--- config.mk ---
export PLATFORM = sky130hd
export DESIGN_NAME = mandel_scan_engine
export DESIGN_NICKNAME = d
export VERILOG_FILES = /design/src/rtl/mandel_pkg.sv /design/src/rtl/mandel_iter_step.sv /design/src/rtl/mandel_scan_engine.sv
export SDC_FILE = /design/constraint.sdc
export NUM_CORES = 2
export LEC_CHECK = 0
export BUFFER_PORTS_ARGS = -buffer_cell sky130_fd_sc_hd__buf_2
export CAP_MARGIN = 0
export CORE_MARGIN = 1
export CORE_UTILIZATION = 50
export DETAILED_ROUTE_END_ITERATION = 8
export PLACE_DENSITY = 0.76
export RECOVER_POWER = 100
export SYNTH_ARGS = -nofsm -noshare
export SYNTH_HDL_FRONTEND = slang
export SYNTH_HIERARCHICAL = 1
export SYNTH_SLANG_ARGS = --single-unit
--- constraint.sdc ---
create_clock -name clk -period 18.7 [get_ports clk]
set_input_delay 5.61 -clock clk [delete_from_list [all_inputs] [get_ports clk]]
set_output_delay 5.61 -clock clk [all_outputs]
set_load 0.02 [all_outputs]
--- src/rtl/mandel_pkg.sv ---
// rtl/mandel_pkg.sv - shared state type and fixed-point helpers for the Mandelbrot engine
package mandel_pkg;

  typedef enum logic [2:0] {
    S_IDLE,
    S_ROW_INIT,
    S_PIX_INIT,
    S_ITER,
    S_EMIT,
    S_DONE
  } state_t;

  // 4.0 expressed at the scale of a full product (2*frac_w fractional bits)
  function automatic logic [63:0] esc_threshold(input int frac_w);
    return 64'd4 << (2 * frac_w);
  endfunction

  function automatic logic signed [63:0] fx_trunc(input logic signed [63:0] p, input int frac_w);
    return p >>> frac_w;
  endfunction

endpackage

--- src/rtl/mandel_iter_step.sv ---
// rtl/mandel_iter_step.sv - one combinational z <- z^2 + c step with escape test
module mandel_iter_step
  import mandel_pkg::*;
#(
  parameter int DATA_W = 16,
  parameter int FRAC_W = 12
) (
  input  logic signed [DATA_W-1:0] a,
  input  logic signed [DATA_W-1:0] b,
  input  logic signed [DATA_W-1:0] cx,
  input  logic signed [DATA_W-1:0] cy,
  output logic signed [DATA_W-1:0] a_next,
  output logic signed [DATA_W-1:0] b_next,
  output logic                     escape
);

  localparam int PW = 2 * DATA_W;
  localparam int SW = PW + 1;
  localparam logic signed [SW-1:0] ESC_LIMIT = SW'(esc_threshold(FRAC_W));

  logic signed [PW-1:0] w_aa;
  logic signed [PW-1:0] w_bb;
  logic signed [PW-1:0] w_ab;
  logic signed [SW-1:0] w_aa_x;
  logic signed [SW-1:0] w_bb_x;
  logic signed [SW-1:0] w_mag;
  logic signed [SW-1:0] w_diff;
  logic signed [SW-1:0] w_ab2;

  assign w_aa = PW'(a) * PW'(a);
  assign w_bb = PW'(b) * PW'(b);
  assign w_ab = PW'(a) * PW'(b);

  // One extra bit keeps |z|^2 and 2ab exact before truncation
  assign w_aa_x = SW'(w_aa);
  assign w_bb_x = SW'(w_bb);
  assign w_mag  = w_aa_x + w_bb_x;
  assign w_diff = w_aa_x - w_bb_x;
  assign w_ab2  = SW'(w_ab) <<< 1;

  assign escape = w_mag > ESC_LIMIT;
  assign a_next = DATA_W'(fx_trunc(64'(w_diff), FRAC_W)) + cx;
  assign b_next = DATA_W'(fx_trunc(64'(w_ab2), FRAC_W)) + cy;

endmodule

--- src/rtl/mandel_scan_engine.sv ---
// rtl/mandel_scan_engine.sv - frame scanner running escape-time iteration per pixel
// Optional MANDEL_ABORT_EN adds an abort input that returns any active frame to idle.
module mandel_scan_engine
  import mandel_pkg::*;
#(
  parameter int H_RES    = 160,
  parameter int V_RES    = 120,
  parameter int DATA_W   = 16,
  parameter int FRAC_W   = 12,
  parameter int MAX_ITER = 255,
  localparam int XW = (H_RES > 1) ? $clog2(H_RES) : 1,
  localparam int YW = (V_RES > 1) ? $clog2(V_RES) : 1,
  localparam int IW = $clog2(MAX_ITER + 1)
) (
  input  logic              clk,
  input  logic              rst,
  input  logic              start,
`ifdef MANDEL_ABORT_EN
  input  logic              abort,
`endif
  input  logic [DATA_W-1:0] x0,
  input  logic [DATA_W-1:0] y0,
  input  logic [DATA_W-1:0] step,
  output logic              busy,
  output logic              done,
  output logic              plot_valid,
  input  logic              plot_ready,
  output logic [XW-1:0]     plot_x,
  output logic [YW-1:0]     plot_y,
  output logic [IW-1:0]     plot_iter,
  output logic              plot_in_set
);

  localparam logic [XW-1:0] X_LAST = XW'(H_RES - 1);
  localparam logic [YW-1:0] Y_LAST = YW'(V_RES - 1);
  localparam logic [IW-1:0] N_LAST = IW'(MAX_ITER);

  state_t                    r_state;
  logic signed [DATA_W-1:0]  r_x0;
  logic signed [DATA_W-1:0]  r_step;
  logic signed [DATA_W-1:0]  r_cx;
  logic signed [DATA_W-1:0]  r_cy;
  logic signed [DATA_W-1:0]  r_a;
  logic signed [DATA_W-1:0]  r_b;
  logic [IW-1:0]             r_n;
  logic [XW-1:0]             r_i;
  logic [YW-1:0]             r_j;
  logic                      r_busy;
  logic                      r_done;
  logic                      r_valid;
  logic [IW-1:0]             r_iter;
  logic                      r_in_set;

  logic signed [DATA_W-1:0]  w_a_next;
  logic signed [DATA_W-1:0]  w_b_next;
  logic                      w_escape;

  mandel_iter_step #(
    .DATA_W (DATA_W),
    .FRAC_W (FRAC_W)
  ) u_step (
    .a      (r_a),
    .b      (r_b),
    .cx     (r_cx),
    .cy     (r_cy),
    .a_next (w_a_next),
    .b_next (w_b_next),
    .escape (w_escape)
  );

  always_ff @(posedge clk or negedge rst) begin
    if (!rst) begin
      r_state  <= S_IDLE;
      r_x0     <= '0;
      r_step   <= '0;
      r_cx     <= '0;
      r_cy     <= '0;
      r_a      <= '0;
      r_b      <= '0;
      r_n      <= '0;
      r_i      <= '0;
      r_j      <= '0;
      r_busy   <= 1'b0;
      r_done   <= 1'b0;
      r_valid  <= 1'b0;
      r_iter   <= '0;
      r_in_set <= 1'b0;
    end
`ifdef MANDEL_ABORT_EN
    else if (abort && (r_state != S_IDLE)) begin
      r_state <= S_IDLE;
      r_busy  <= 1'b0;
      r_done  <= 1'b0;
      r_valid <= 1'b0;
    end
`endif
    else begin
      case (r_state)
        S_IDLE: begin
          if (start) begin
            r_x0    <= x0;
            r_step  <= step;
            r_cy    <= y0;
            r_j     <= '0;
            r_busy  <= 1'b1;
            r_state <= S_ROW_INIT;
          end
        end
        S_ROW_INIT: begin
          r_i     <= '0;
          r_cx    <= r_x0;
          r_state <= S_PIX_INIT;
        end
        S_PIX_INIT: begin
          r_a     <= '0;
          r_b     <= '0;
          r_n     <= '0;
          r_state <= S_ITER;
        end
        S_ITER: begin
          // Escape is checked on the current z, so hitting the limit while escaping reports an escape
          if (w_escape || (r_n == N_LAST)) begin
            r_iter   <= r_n;
            r_in_set <= !w_escape;
            r_valid  <= 1'b1;
            r_state  <= S_EMIT;
          end else begin
            r_a <= w_a_next;
            r_b <= w_b_next;
            r_n <= r_n + 1'b1;
          end
        end
        S_EMIT: begin
          if (plot_ready) begin
            r_valid <= 1'b0;
            if (r_i != X_LAST) begin
              r_i     <= r_i + 1'b1;
              r_cx    <= r_cx + r_step;
              r_state <= S_PIX_INIT;
            end else if (r_j != Y_LAST) begin
              r_j     <= r_j + 1'b1;
              r_cy    <= r_cy - r_step;
              r_state <= S_ROW_INIT;
            end else begin
              r_done  <= 1'b1;
              r_state <= S_DONE;
            end
          end
        end
        S_DONE: begin
          r_done  <= 1'b0;
          r_busy  <= 1'b0;
          r_state <= S_IDLE;
        end
        default: begin
          r_state <= S_IDLE;
          r_busy  <= 1'b0;
          r_done  <= 1'b0;
          r_valid <= 1'b0;
        end
      endcase
    end
  end

  assign busy        = r_busy;
  assign done        = r_done;
  assign plot_valid  = r_valid;
  assign plot_x      = r_i;
  assign plot_y      = r_j;
  assign plot_iter   = r_iter;
  assign plot_in_set = r_in_set;

endmodule

== Word level (Yosys, flattened, before mapping) ==
Index checks and enable logic that the tools add are counted.

* Register bits after elaboration: 134
* Output and inout port bits: 27

* Bitwise gates (word level): 3
* Equality and inequality tests: 16
* Multipliers: 3
* Order comparisons: 1
* Reduce and logical (&&, ||, !) cells: 18
* Muxes and demuxes: 37
* $add $sub $neg: 9

{| class="wikitable"
|+ Operators with widths
! kind !! number
|-
| 2-to-1 mux 16 bit || 8
|-
| one-hot mux 16 bit (2 select lines) || 4
|-
| multiplier 16 x 16 -> 32 bit || 2
|-
| adder 16 bit || 3
|-
| adder 32 x 32 -> 33 bit || 1
|-
| greater-than comparator 33 x 28 -> 1 bit (second input constant) || 1
|-
| one-hot mux 8 bit (2 select lines) || 2
|-
| 2-to-1 mux 7 bit || 4
|-
| subtractor 28 bit || 1
|-
| multiplier 16 x 16 -> 27 bit || 1
|-
| 2-to-1 mux 8 bit || 3
|-
| adder 8 x 1 -> 8 bit (second input constant) || 2
|-
| != test 2 bit (second input constant) || 8
|-
| subtractor 16 bit || 1
|-
| 2-to-1 mux 3 bit || 5
|-
| one-hot mux 3 bit (5 select lines) || 1
|-
| one-hot mux 7 bit (2 select lines) || 1
|-
| OR reduction 4 bit || 3
|-
| AND reduction 3 bit || 3
|-
| equality test 8 bit (second input constant) || 1
|-
| != test 8 bit (second input constant) || 1
|-
| AND reduction 2 bit || 4
|-
| adder 7 x 1 -> 7 bit (second input constant) || 1
|-
| != test 7 bit (second input constant) || 1
|-
| other kinds (13) || 25
|}

== Longest topological paths before layout ==
* Depth in word-level cells: 6
* Depth in mapped cells: 43
* Gate-level depth less buffers: 42

== Cells and area by module ==
Netlist, hierarchy kept.

{| class="wikitable"
|+ By module, submodules not included
! module !! area an instance (µm²) !! seq. area each (µm²) !! times used !! cells an instance
|-
| mandel_iter_step || 29667.2 || 0.0 || 1 || 3403
|-
| mandel_scan_engine || 7031.7 || 3353.2 || 1 || 759
|}

== Worst setup path before layout ==
Ideal clock, no wire load.

* Path kind: reg2reg
* Start point: reg r_b[15]
* End point: reg r_n[7]
* Clock period less this slack: 9.072 ns
* Arrival time: 8.943 ns
* Buffers on the path: 3
* Stages on the path, launching flop included: 36
* Slack: 9.628 ns
* Data required time: 18.571 ns
* Cells stage by stage: dfrtp_1 > clkbuf_1 > inv_1 > buf_1 > nor2_1 > fa_1 > inv_1 > fa_1 > inv_1 > fa_1 > fa_1 > fa_1 > fa_1 > ha_1 > nand3_1 > nor2_1 > or3b_2 > and3_1 > xnor2_1 > ha_1 > a21oi_1 > a21oi_1 > o221ai_1 > a2111o_1 > and4bb_1 > nand4_1 > nor4_2 > a31oi_1 > o211ai_2 > a31oi_1 > a41oi_1 > and2_1 > buf_2 > nand3_1 > o211ai_1 > o31ai_1

* Longest elaborated chain between the ends: 6

{| class="wikitable"
|+ RTL lines
! element !! line !! text
|-
| from (decl) || mandel_scan_engine.sv:44 || <nowiki>logic signed [DATA_W-1:0] r_b;</nowiki>
|-
| from (signal assigned) || mandel_scan_engine.sv:129 || <nowiki>r_b <= w_b_next;</nowiki>
|-
| multiplier 16 x 16 -> 32 bit || mandel_iter_step.sv:31 || <nowiki>assign w_bb = PW'(b) * PW'(b);</nowiki>
|-
| adder 32 x 32 -> 33 bit || mandel_iter_step.sv:37 || <nowiki>assign w_mag = w_aa_x + w_bb_x;</nowiki>
|-
| greater-than comparator 33 x 28 -> 1 bit || mandel_iter_step.sv:41 || <nowiki>assign escape = w_mag > ESC_LIMIT;</nowiki>
|-
| net w_escape || mandel_scan_engine.sv:56 || <nowiki>logic w_escape;</nowiki>
|-
| logical OR 1 bit || mandel_scan_engine.sv:122 || <nowiki>if (w_escape || (r_n == N_LAST)) begin</nowiki>
|-
| != test 2 bit (no line) || n/a ||
|-
| AND reduction 2 bit (no line) || n/a ||
|-
| to (signal assigned) || mandel_scan_engine.sv:130 || <nowiki>r_n <= r_n + 1'b1;</nowiki>
|-
| to (decl) || mandel_scan_engine.sv:45 || <nowiki>logic [IW-1:0] r_n;</nowiki>
|}

The timed path passes the listed nets, and every way through them passes these cells.
A chain may end at the register's enable or synchronous reset.

== Worst setup path in the final report ==
* Start point: reg r_a[3]
* End point: reg r_a[3]

* Longest elaborated chain between the ends: 6
* Elaborated cells between the ends (all ways): 10
* Classes of those cells: 3 x add/sub; 1 x mul; 1 x order compare; 1 x eq/ne; 2 x mux; 2 x reduce/logical

{| class="wikitable"
|+ RTL lines
! element !! line !! text
|-
| from (decl) || mandel_scan_engine.sv:43 || <nowiki>logic signed [DATA_W-1:0] r_a;</nowiki>
|-
| from (signal assigned) || mandel_scan_engine.sv:128 || <nowiki>r_a <= w_a_next;</nowiki>
|-
| multiplier 16 x 16 -> 32 bit || mandel_iter_step.sv:30 || <nowiki>assign w_aa = PW'(a) * PW'(a);</nowiki>
|-
| adder 32 x 32 -> 33 bit || mandel_iter_step.sv:37 ||
|-
| greater-than comparator 33 x 28 -> 1 bit || mandel_iter_step.sv:41 ||
|-
| net w_escape || mandel_scan_engine.sv:56 ||
|-
| logical OR 1 bit || mandel_scan_engine.sv:122 ||
|-
| != test 2 bit (no line) || n/a ||
|-
| AND reduction 2 bit (no line) || n/a ||
|}

The timed path passes the listed nets, and every way through them passes these cells. The select of a mux whose other input is x is not followed.

==> results.py <==
metrics = {
    "route": {
        "routedWlPerCell_um": 17.6,
        "wl_um": 90300,
        "postRouteAntennaNets": 0,
        "first_pass_iters": 6,
        "drt-initial-drc-count": 2000,
        "route.vias.total": 27500,
        "routed_via_density": 5.37,
        "drc_errors": 0,
    },
    "setup_path": {
        "cpPeakStageDelay_ns": 1.37,
        "endpoint_kind": "flip-flop",
        "required_ns": 18.97,
        "cp_max_fo": 63,
        "slowest_stage": "clkbuf_1",
        "path_class": "flip-flop to flip-flop",
        "start_kind": "flip-flop",
        "crit_path_frequent_cell": "fa_1",
        "cp.arrival_ns": 13.82,
    },
    "yosys": {
        "synth_edf_count": 0,
        "synth_seq_cells": 134,
        "ys_warn_count": 6,
        "synth_area_leader_cell": "fa_1",
        "syn_area_per_cell_um2": 8.82,
        "async_flop_share": 1.00,
        "synth_top_area_frac": 0.381,
        "syn-cell-area_um2": 36700,
        "synthFlopType": "dfrtp_1",
        "synthDistinctLibCells": 98,
        "syn_inst": 4162,
        "ys_top_cells_by_count": "inv_1, fa_1, nand2_1, ha_1, nor2_1",
        "synthTopCellsByArea": "fa_1, ha_1, inv_1, dfrtp_1, nand2_1",
        "synth_fp_nets": 5273,
        "yosysSeqAreaShare": 0.0914,
        "synth_most_common_cell": "inv_1",
    },
    "grt": {
        "grt_pass1_vias": 28400,
        "antenna_found_initial": 1,
        "grt_pass1_wl_um": 149000,
        "track_usage": 0.253,
        "grt_max_degree": 73,
        "grt_overflow_total": 0,
    },
    "sta": {
        "worst_pin_slew_ns": 3.90,
        "skew_ns": 0.0127,
        "hold_violations": 0,
        "slew_headroom": -1.60,
        "setup_viol": 0,
        "fin_crit_sh": 0.725,
        "fin_setup_tns_ns": 0,
        "fmax_ghz": 0.0738,
        "period_minus_slack_ns": 13.55,
        "rsz0062_at_grt": "false",
        "slew_viol_final": 239,
    },
    "clock_tree": {
        "cts.htree.levels": 4,
        "cts_resized": 0,
        "clock_latency_ns": 0.44,
        "postCtsSetupRepairBufs": 0,
        "root_buffer": "clkbuf_16",
        "cts_buffers": 17,
        "cts_tree": "done",
        "cts_sinks": 134,
        "clockBufferDepth": 2,
        "path_clk_slew_ns": 0.07,
        "holdBufCountCts": 0,
    },
    "layout": {
        "fin_cells": 5116,
        "antennaDiodeCount": 0,
        "final_util": 0.534,
        "area_growth_pct": 4.92,
        "fillers": 6556,
        "nets": 5264,
        "multi_input_area_um2": 29000,
        "regArea_um2": 3350,
        "drive_gt1_frac": 0.0466,
    },
    "floorplanning": {
        "io_pins": 79,
        "dieHeight_um": 273,
        "dieArea_um2": 74500,
        "rows": 98,
        "die_x_um": 273,
        "initial_core_util": 0.509,
        "coreArea_um2": 72100,
    },
    "placed_design": {
        "dp_hpwl_um": 70800,
        "place_congestion": 0.988,
        "io_buffers": 78,
        "dp.cells": 5084,
    },
    "hold_path": {
        "hold_path_class": "flip-flop to flip-flop",
    },
    "job": {
        "maxCapViolCount": 5,
    },
    "power_and_ir_drop": {
        "ir_worst_vdd_mv": 0.343,
        "p_leak_uw": 0.0193,
        "p_per_area_nw_per_um2": 173,
    },
    "outcome": {
        "run_status": "finished with violations",
        "violations": "capacitance limit, slew limit",
    },
}
## through the flow
step                setup WS, ns  power, uW  hold slack (ns)  area [um^2]
floorplan                   9.63       4760            0.445        36700
global placement            7.93       6090            0.472        38000
detailed placement          7.57       6190            0.480        38000
CTS                         7.55       6580            0.496        38600
global route                4.60       7280            0.523        38500
finish                      5.15       6660            0.489        38500
## worst paths after layout
kind	from	to	slack, ns	cells after the start
min in group asynchronous	rst	plot_x[3]$_DFFE_PN0P_	6.35	1
worst min register to register	r_b[2]$_DFFE_PN0P_	r_b[2]$_DFFE_PN0P_	0.49	2
worst max register to register	r_a[3]$_DFFE_PN0P_	r_a[3]$_DFFE_PN0P_	5.15	34
worst min-delay path	r_b[2]$_DFFE_PN0P_	r_b[2]$_DFFE_PN0P_	0.49	2
max in group asynchronous	rst	r_a[1]$_DFFE_PN0P_	7.32	2
worst max-delay path	r_a[3]$_DFFE_PN0P_	r_a[3]$_DFFE_PN0P_	5.15	34
## worst max-delay path: cells and delay by family (launching register included)
kind	cells	cell delay, ns
xor+xnor	1	0.17
buf+inv	4	3.02
fa+ha+maj	8	4.10
compound gates	12	2.99
simple gates	9	2.69
flops	1	0.32
## per-layer routing
metal / global-route usage / up-vias / part of all wire
met5: 0 / - / 0
met4: 0.0702 / 0 / 0.028
met3: 0.0328 / 129 / 0.066
met2: 0.413 / 886 / 0.47
met1: 0.354 / 13700 / 0.44
li1: - / 12700 / -
## area by class of cell
class                      count  share of cell area
clock buffer                  17              0.0110
clock inverter                15             0.00432
inverter                     996              0.0971
multi-input combinational   2882               0.752
sequential                   134              0.0871
tap                          950              0.0309
timing repair buffer         122              0.0173
## cell families (layout without fill, tap and decap cells)
group / Yosys count / count (layout) / share of synthesized area
buf+inv: 1146 / 1150 / 0.118
fa+ha+maj: 1059 / 1059 / 0.504
simple gates: 1040 / 1040 / 0.131
compound gates: 548 / 548 / 0.0967
xor+xnor: 203 / 203 / 0.0488
flops: 134 / 134 / 0.0914
mux: 32 / 32 / 0.00978
## report_power, final
group	total (uW)	leakage, uW	switching (uW)	internal [uW]
clock network	346	0.000275	147	199
logic	5810	0.0173	3580	2230
registers	504	0.00171	110	394
## flip-flops by register name, summed over array words and instances (netlist names)
signal and flops:
done 1, plot_y 7, r_b 16, plot_in_set 1
busy 1, r_n 8, r_cx 16, plot_x 8
r_x0 16, r_state 3, r_a 16, plot_iter 8
r_step 16, r_cy 16, plot_valid 1
## cells in the final DEF (no fill, tap or decap), types with 17 or more instances in the layout
cell type / Yosys / layout
dfrtp_1: 134 / 134
buf_2: 24 / 48
a21oi_1: 164 / 164
clkbuf_16: 0 / 17
nand2b_1: 25 / 25
o21bai_1: 30 / 31
a21o_1: 38 / 38
buf_4: 0 / 39
nand4_1: 18 / 18
ha_1: 361 / 361
xor2_1: 57 / 57
and2_1: 154 / 153
xnor2_1: 145 / 145
fa_1: 698 / 698
mux2_2: 27 / 27
a211oi_1: 18 / 18
nand2_1: 470 / 470
inv_1: 989 / 989
nor2_1: 216 / 216
nand3_1: 41 / 41
o21a_1: 19 / 19
nor2b_1: 17 / 17
nor3_1: 27 / 28
clkbuf_1: 116 / 35
a31oi_1: 17 / 17
o211ai_1: 16 / 17
o21ai_0: 127 / 132
Power figures use the tool's default switching activity.
